`config.mk`:
```
export PLATFORM = sky130hd
export DESIGN_NAME = wash_cycle_ctrl
export DESIGN_NICKNAME = d
export VERILOG_FILES = /design/src/rtl/wash_cycle_ctrl.sv
export SDC_FILE = /design/constraint.sdc
export NUM_CORES = 1
export LEC_CHECK = 0
export CAP_MARGIN = 10
export CORE_ASPECT_RATIO = 0.6
export CORE_MARGIN = 4
export CORE_UTILIZATION = 56
export CTS_CLUSTER_DIAMETER = 200
export DETAILED_ROUTE_END_ITERATION = 10
export PLACE_DENSITY = 0.93
export SETUP_SLACK_MARGIN = 0.05
export SLEW_MARGIN = 15
export SYNTH_ARGS = -nofsm -noshare
export SYNTH_HDL_FRONTEND = slang
export SYNTH_SLANG_ARGS = --single-unit
```
`constraint.sdc`:
```
create_clock -name clk -period 5.9 [get_ports clk]
set_clock_uncertainty 0.15 [all_clocks]
set_input_delay 0.885 -clock clk [delete_from_list [all_inputs] [get_ports clk]]
set_output_delay 0.885 -clock clk [all_outputs]
set_load 0.01 [all_outputs]
```
`src/rtl/wash_cycle_ctrl.sv`:
```
// -----------------------------------------------------------------------------
// wash_cycle_ctrl
//
// Sequences a washing-machine program through fill, wash/rinse passes, spin,
// optional dry, or a steam-clean-only program.
//   * Phase durations are parameters, counted in time units of TICK_DIV clocks.
//   * The run-time wash_reps input selects the number of wash/rinse passes.
//   * An abort during a wet phase drains the drum first.
//   * Phase and remaining time are reported live.
//
// Handshake: start is a level request. It is taken on any rising edge that
// sees state=IDLE and start=1, and the program begins on that same edge.
// Once busy=1, start is ignored. The cycle ends when busy returns low, with
// either done=1 (normal completion) or aborted=1.
//
// Ports
//   clk, rst    : clock (rising edge) and asynchronous active-high reset
//   start       : program request, sampled only in IDLE
//   wash_reps   : wash+rinse passes (0 behaves as 1), latched at start
//   dry_wash    : steam-clean-only program, sampled at start
//   skip_dry    : finish after SPIN, latched at start
//   time_pause  : freezes the prescaler and the phase timer
//   abort       : ends the cycle (via DRAIN when the drum holds water)
//   phase       : current state code (the FSM state itself)
//   remaining   : time units left in the current phase, 0 in IDLE
//   pass_cnt    : current wash pass (1-based), 0 in IDLE and STEAM
//   busy        : state is not IDLE
//   done        : last cycle completed normally
//   aborted     : last cycle was aborted
// -----------------------------------------------------------------------------
module wash_cycle_ctrl #(
    parameter int TICK_DIV = 1,
    parameter int CNT_W    = 16,
    parameter int FILL_T   = 60,
    parameter int WASH_T   = 300,
    parameter int RINSE_T  = 300,
    parameter int SPIN_T   = 120,
    parameter int DRY_T    = 600,
    parameter int STEAM_T  = 600,
    parameter int DRAIN_T  = 60
) (
    input  logic             clk,
    input  logic             rst,
    input  logic             start,
    input  logic [1:0]       wash_reps,
    input  logic             dry_wash,
    input  logic             skip_dry,
    input  logic             time_pause,
    input  logic             abort,
    output logic [2:0]       phase,
    output logic [CNT_W-1:0] remaining,
    output logic [1:0]       pass_cnt,
    output logic             busy,
    output logic             done,
    output logic             aborted
);

    localparam int PS_W = (TICK_DIV > 1) ? $clog2(TICK_DIV) : 1;

    // A duration must be at least one unit and must fit in the counter.
    function automatic bit dur_ok(input int t);
        return (t >= 1) && ((longint'(t) >> CNT_W) == 0);
    endfunction

    if (TICK_DIV < 1) begin : g_bad_tick_div
        $error("wash_cycle_ctrl: TICK_DIV must be >= 1");
    end
    if (!(dur_ok(FILL_T) && dur_ok(WASH_T) && dur_ok(RINSE_T) &&
          dur_ok(SPIN_T) && dur_ok(DRY_T) && dur_ok(STEAM_T) &&
          dur_ok(DRAIN_T))) begin : g_bad_duration
        $error("wash_cycle_ctrl: every phase duration must be in 1..2**CNT_W-1");
    end

    typedef enum logic [2:0] {
        S_IDLE  = 3'd0,
        S_FILL  = 3'd1,
        S_WASH  = 3'd2,
        S_RINSE = 3'd3,
        S_SPIN  = 3'd4,
        S_DRY   = 3'd5,
        S_STEAM = 3'd6,
        S_DRAIN = 3'd7
    } state_t;

    state_t           state_q, state_d;
    logic [CNT_W-1:0] rem_q, rem_d;
    logic [PS_W-1:0]  ps_q, ps_d;
    logic [1:0]       pass_q, pass_d;
    logic [1:0]       reps_q, reps_d;
    logic             skip_q, skip_d;
    logic             done_q, done_d;
    logic             aborted_q, aborted_d;
    logic             busy_q, busy_d;

    // Phase-length lookup; IDLE loads 0 so remaining reads 0 when idle.
    function automatic logic [CNT_W-1:0] dur(input state_t s);
        case (s)
            S_FILL:  return CNT_W'(FILL_T);
            S_WASH:  return CNT_W'(WASH_T);
            S_RINSE: return CNT_W'(RINSE_T);
            S_SPIN:  return CNT_W'(SPIN_T);
            S_DRY:   return CNT_W'(DRY_T);
            S_STEAM: return CNT_W'(STEAM_T);
            S_DRAIN: return CNT_W'(DRAIN_T);
            default: return '0;
        endcase
    endfunction

    logic is_idle, wet_phase, dry_phase;
    logic start_go, abort_drain, abort_idle, tick, timeout;

    always_comb begin
        is_idle     = (state_q == S_IDLE);
        wet_phase   = (state_q == S_FILL) || (state_q == S_WASH) || (state_q == S_RINSE);
        dry_phase   = (state_q == S_SPIN) || (state_q == S_DRY) || (state_q == S_STEAM);
        start_go    = is_idle && start;
        abort_drain = abort && wet_phase;
        abort_idle  = abort && dry_phase;
        tick        = !is_idle && !time_pause && (ps_q == PS_W'(TICK_DIV - 1));
        // remaining is never 0 outside IDLE, so the final unit is the timeout.
        timeout     = tick && (rem_q == CNT_W'(1));
    end

    // State register together with the registered datapath it qualifies.
    always_ff @(posedge clk or posedge rst) begin
        if (rst) begin
            state_q   <= S_IDLE;
            rem_q     <= '0;
            ps_q      <= '0;
            pass_q    <= '0;
            reps_q    <= '0;
            skip_q    <= 1'b0;
            done_q    <= 1'b0;
            aborted_q <= 1'b0;
            busy_q    <= 1'b0;
        end else begin
            state_q   <= state_d;
            rem_q     <= rem_d;
            ps_q      <= ps_d;
            pass_q    <= pass_d;
            reps_q    <= reps_d;
            skip_q    <= skip_d;
            done_q    <= done_d;
            aborted_q <= aborted_d;
            busy_q    <= busy_d;
        end
    end

    // Next-state logic. Abort outranks timeout, and pause only suppresses tick.
    always_comb begin
        state_d = state_q;
        if (start_go) begin
            state_d = dry_wash ? S_STEAM : S_FILL;
        end else if (abort_drain) begin
            state_d = S_DRAIN;
        end else if (abort_idle) begin
            state_d = S_IDLE;
        end else if (timeout) begin
            case (state_q)
                S_FILL:  state_d = S_WASH;
                S_WASH:  state_d = S_RINSE;
                S_RINSE: state_d = (pass_q < reps_q) ? S_WASH : S_SPIN;
                S_SPIN:  state_d = skip_q ? S_IDLE : S_DRY;
                default: state_d = S_IDLE;  // DRY, STEAM, DRAIN
            endcase
        end
    end

    // Output/datapath logic: next values of the registered status outputs.
    always_comb begin
        rem_d     = rem_q;
        ps_d      = ps_q;
        pass_d    = pass_q;
        reps_d    = reps_q;
        skip_d    = skip_q;
        done_d    = done_q;
        aborted_d = aborted_q;
        busy_d    = (state_d != S_IDLE);

        if (start_go) begin
            reps_d    = (wash_reps == 2'd0) ? 2'd1 : wash_reps;
            skip_d    = skip_dry;
            done_d    = 1'b0;
            aborted_d = 1'b0;
            ps_d      = '0;
            rem_d     = dur(state_d);
            pass_d    = dry_wash ? 2'd0 : 2'd1;
        end else if (abort_drain || abort_idle) begin
            aborted_d = 1'b1;
            ps_d      = '0;
            rem_d     = dur(state_d);
            if (abort_idle) begin
                pass_d = 2'd0;
            end
        end else if (timeout) begin
            ps_d  = '0;
            rem_d = dur(state_d);
            if (state_d == S_IDLE) begin
                pass_d = 2'd0;
                // A drain that finishes is the tail of an abort, not a completion.
                done_d = (state_q != S_DRAIN);
            end else if (state_q == S_RINSE && state_d == S_WASH) begin
                pass_d = pass_q + 2'd1;
            end
        end else if (tick) begin
            ps_d  = '0;
            rem_d = rem_q - CNT_W'(1);
        end else if (!is_idle && !time_pause) begin
            ps_d = ps_q + PS_W'(1);
        end
    end

    assign phase     = state_q;
    assign remaining = rem_q;
    assign pass_cnt  = pass_q;
    assign busy      = busy_q;
    assign done      = done_q;
    assign aborted   = aborted_q;

endmodule

```
==> flow_summary.yaml <==
cts:
  cts-hold-fix-buffers: 0
  cts_setup_buffers: 0
  h-tree-depth: 1
  cts_tree: "yes"
  cts_resized: 0
  clock-root-buffer: "clkbuf_8"
  cts.path.max_buffers: 2
  clock_latency_ns: 0.27
  numCtsBuffers: 3
  clk_pin_slew_ns: 0.09
  clock-sinks: 28
die:
  ios: 33
  dieArea_mm2: 0.00431
  chipWidth_um: 82.1
  fp.coreArea_mm2: 0.00300
  fp-row-count: 15
  die_y_um: 52.5
  initial_core_util: 0.615
drt:
  wirelength_met1_mm: 2.26
  drtAntennaViolNets: 0
  vias: 1782
  wl_met3_um: 593
  drt_iter0_markers: 236
  top_layer_used: "met4"
  drt-pass1-iter-count: 4
  post-route-drc-count: 0
  wl_per_cell_um: 17.8
  wirelength_mm: 4.99
  met2_length_mm: 2.08
  avgViaCountPerCell: 6.34
timing:
  fin_crit_sh: 0.617
  setup-violations-final: 0
  setup_tns_ns: 0
  max_freq_mhz: 275
  fin_ws_ns: 2.26
  max_slew_margin: 0.274
  slew_viol_final: 0
  period_needed_ns: 3.64
  hold_violations: 0
  tightest_slew_ns: 1.08
  grt_setup_unrepaired: "false"
hold_path:
  holdPathStages: 2
  hp-start: "remaining[8]"
  holdCritPathClass: "reg2reg"
yosys:
  synth.largest_area_cell: "dfrtp_1"
  synth_top_cell_area_share: 0.380
  synthTopCellsByCount: "nor2_1 (43), dfrtp_1 (28), nand2_1 (17)"
  syn_area_mm2: 0.00185
  synth_nets: 225
  syn_area_per_cell_um2: 8.66
  synth.distinct_cells: 56
  yosysSeqAreaShare: 0.380
  ys_async_sr_fraction: 1.00
  yosysMostFrequentCell: "nor2_1"
  synthCells: 213
  yosys_warnings: 0
  synth_area_leaders: "dfrtp_1 (38%), nor2_1 (8.7%), nand2_1 (3.5%)"
  ys.flop_type: "dfrtp_1"
  ys_ff_latch: 28
  synth_edf_count: 0
global_route:
  grt_pass1_wl_mm: 8.09
  grt_pass1_vias: 1625
  antenna_found_initial: 0
  grt_util_all_layers: 0.256
  grt_max_degree: 29
  overflow: 0
layout:
  syn_to_final_growth_pct: 20.3
  n_antenna_cell: 0
  finalNetCount: 253
  final_layout_size_suffix_gt1_frac: 0.0669
worst_setup_path:
  critPathSlowestCell: "or4_1"
  critical_path_required_ns: 5.90
  path_class: "in2reg"
  reg2reg_slack_ns: 2.60
  path_max_fanout: 10
  rr_endpoint: "pass_cnt[1]"
  r2r_cells: 7
  endpoint_kind: "flip-flop"
  cp-endpoint: "pass_cnt[1]"
  cp-start-kind: "primary input"
  cpPeakStageDelay_ns: 0.45
  path_cells: "clkdlybuf4s50_1, nor2_1, nand4_2, o211a_1, a211oi_4, o2111ai_1, and3_1, or4_1"
  setup.worst_path.start: "time_pause"
  arrival_ns: 3.64
  reg2reg_from: "phase[2]"
place:
  hpwl_mm: 3.78
  place_ws_ns: 2.03
  place_congestion: 0.948
  port_buffers: 32
power:
  p_leak_nw: 0.873
  p_per_area_mw_per_mm2: 497
  irDropWorstVdd_uv: 252
status:
  status: "complete, no violations"
run:
  max-cap-violations: 0
## worst min-delay path by stage
stage | slack (ns) | endpoint
3_3_place_gp | 0.35 | aborted
5_1_grt | 0.44 | reps_q[1]
3_5_place_dp | 0.38 | remaining[8]
2_1_floorplan | 0.36 | skip_q
6_report | 0.41 | remaining[8]
4_1_cts | 0.40 | remaining[8]
## state kept, by name, summed over array words and instances (netlist names)
signal and flops:
reps_q 2, phase 3, busy 1, skip_q 1, aborted 1, ps_q 1, done 1, remaining 16
pass_cnt 2
## stage by stage
stage          utilization  instance area (um^2)  power, mW  std cells  hold slack (ns)
3_3_place_gp         0.726                  2180      0.976        278            0.353
5_1_grt              0.740                  2220       1.18        281            0.435
4_1_cts              0.740                  2220       1.09        281            0.400
6_report             0.740                  2220       1.10        281            0.407
3_5_place_dp         0.726                  2180      0.988        278            0.381
2_1_floorplan            -                  1850      0.772        213            0.356
## kinds of logic after synthesis
logic type | synth area share
flip-flops | 0.380
AND/OR/NAND/NOR | 0.299
adder cells (fa/ha/maj) | 0.0258
multiplexers | 0.00610
AO/OA/AOI/OAI | 0.214
buffers and inverters | 0.0373
XOR/XNOR | 0.0380
## cell usage in the layout, fill, tap and decap left out, drive strengths merged, types with 2 or more instances in the layout
master and n:
or4 2, o211ai 2, nor3 11, a21boi 3, o211a 3, clkbuf 3, nor4 5, ha 3
o221a 2, inv 8, a31oi 3, nor3b 3, and3 2, dfrtp 28, nand2b 3, a221o 2
o221ai 3, xnor2 4, or3 4, nor2 43, xor2 4, o21ai 13, a211oi 2, or2 2
o32a 2, a21oi 4, nand3b 3, clkdlybuf4s50 32, nand2 17, nand3 5
## layout make-up
cell class / count / area [um^2]
multi-input cells: 168 / 1080
fillers: 225 / 782
flip-flops and latches: 28 / 701
repair buffers: 32 / 320
well taps: 42 / 52.6
clock buffers: 3 / 41.3
inverters: 8 / 30.0
## layer usage
metal	vias to the layer above	track usage
met5	-	0
met4	0	0.0525
met3	6	0.0859
met2	110	0.362
met1	834	0.376
li1	832	-
## report_power, final
part | leakage (nW) | switching, mW | internal, mW
logic | 0.508 | 0.362 | 0.289
registers | 0.344 | 0.0957 | 0.255
clock network | 0.0216 | 0.0559 | 0.0458
total | 0.873 | 0.514 | 0.590
## critical path: cells and delay by family
family | cells | cell delay [ns]
AO/OA/AOI/OAI | 3 | 1.07
buffers and inverters | 1 | 0.44
AND/OR/NAND/NOR | 4 | 1.25
(Power assumes the default switching activity.)
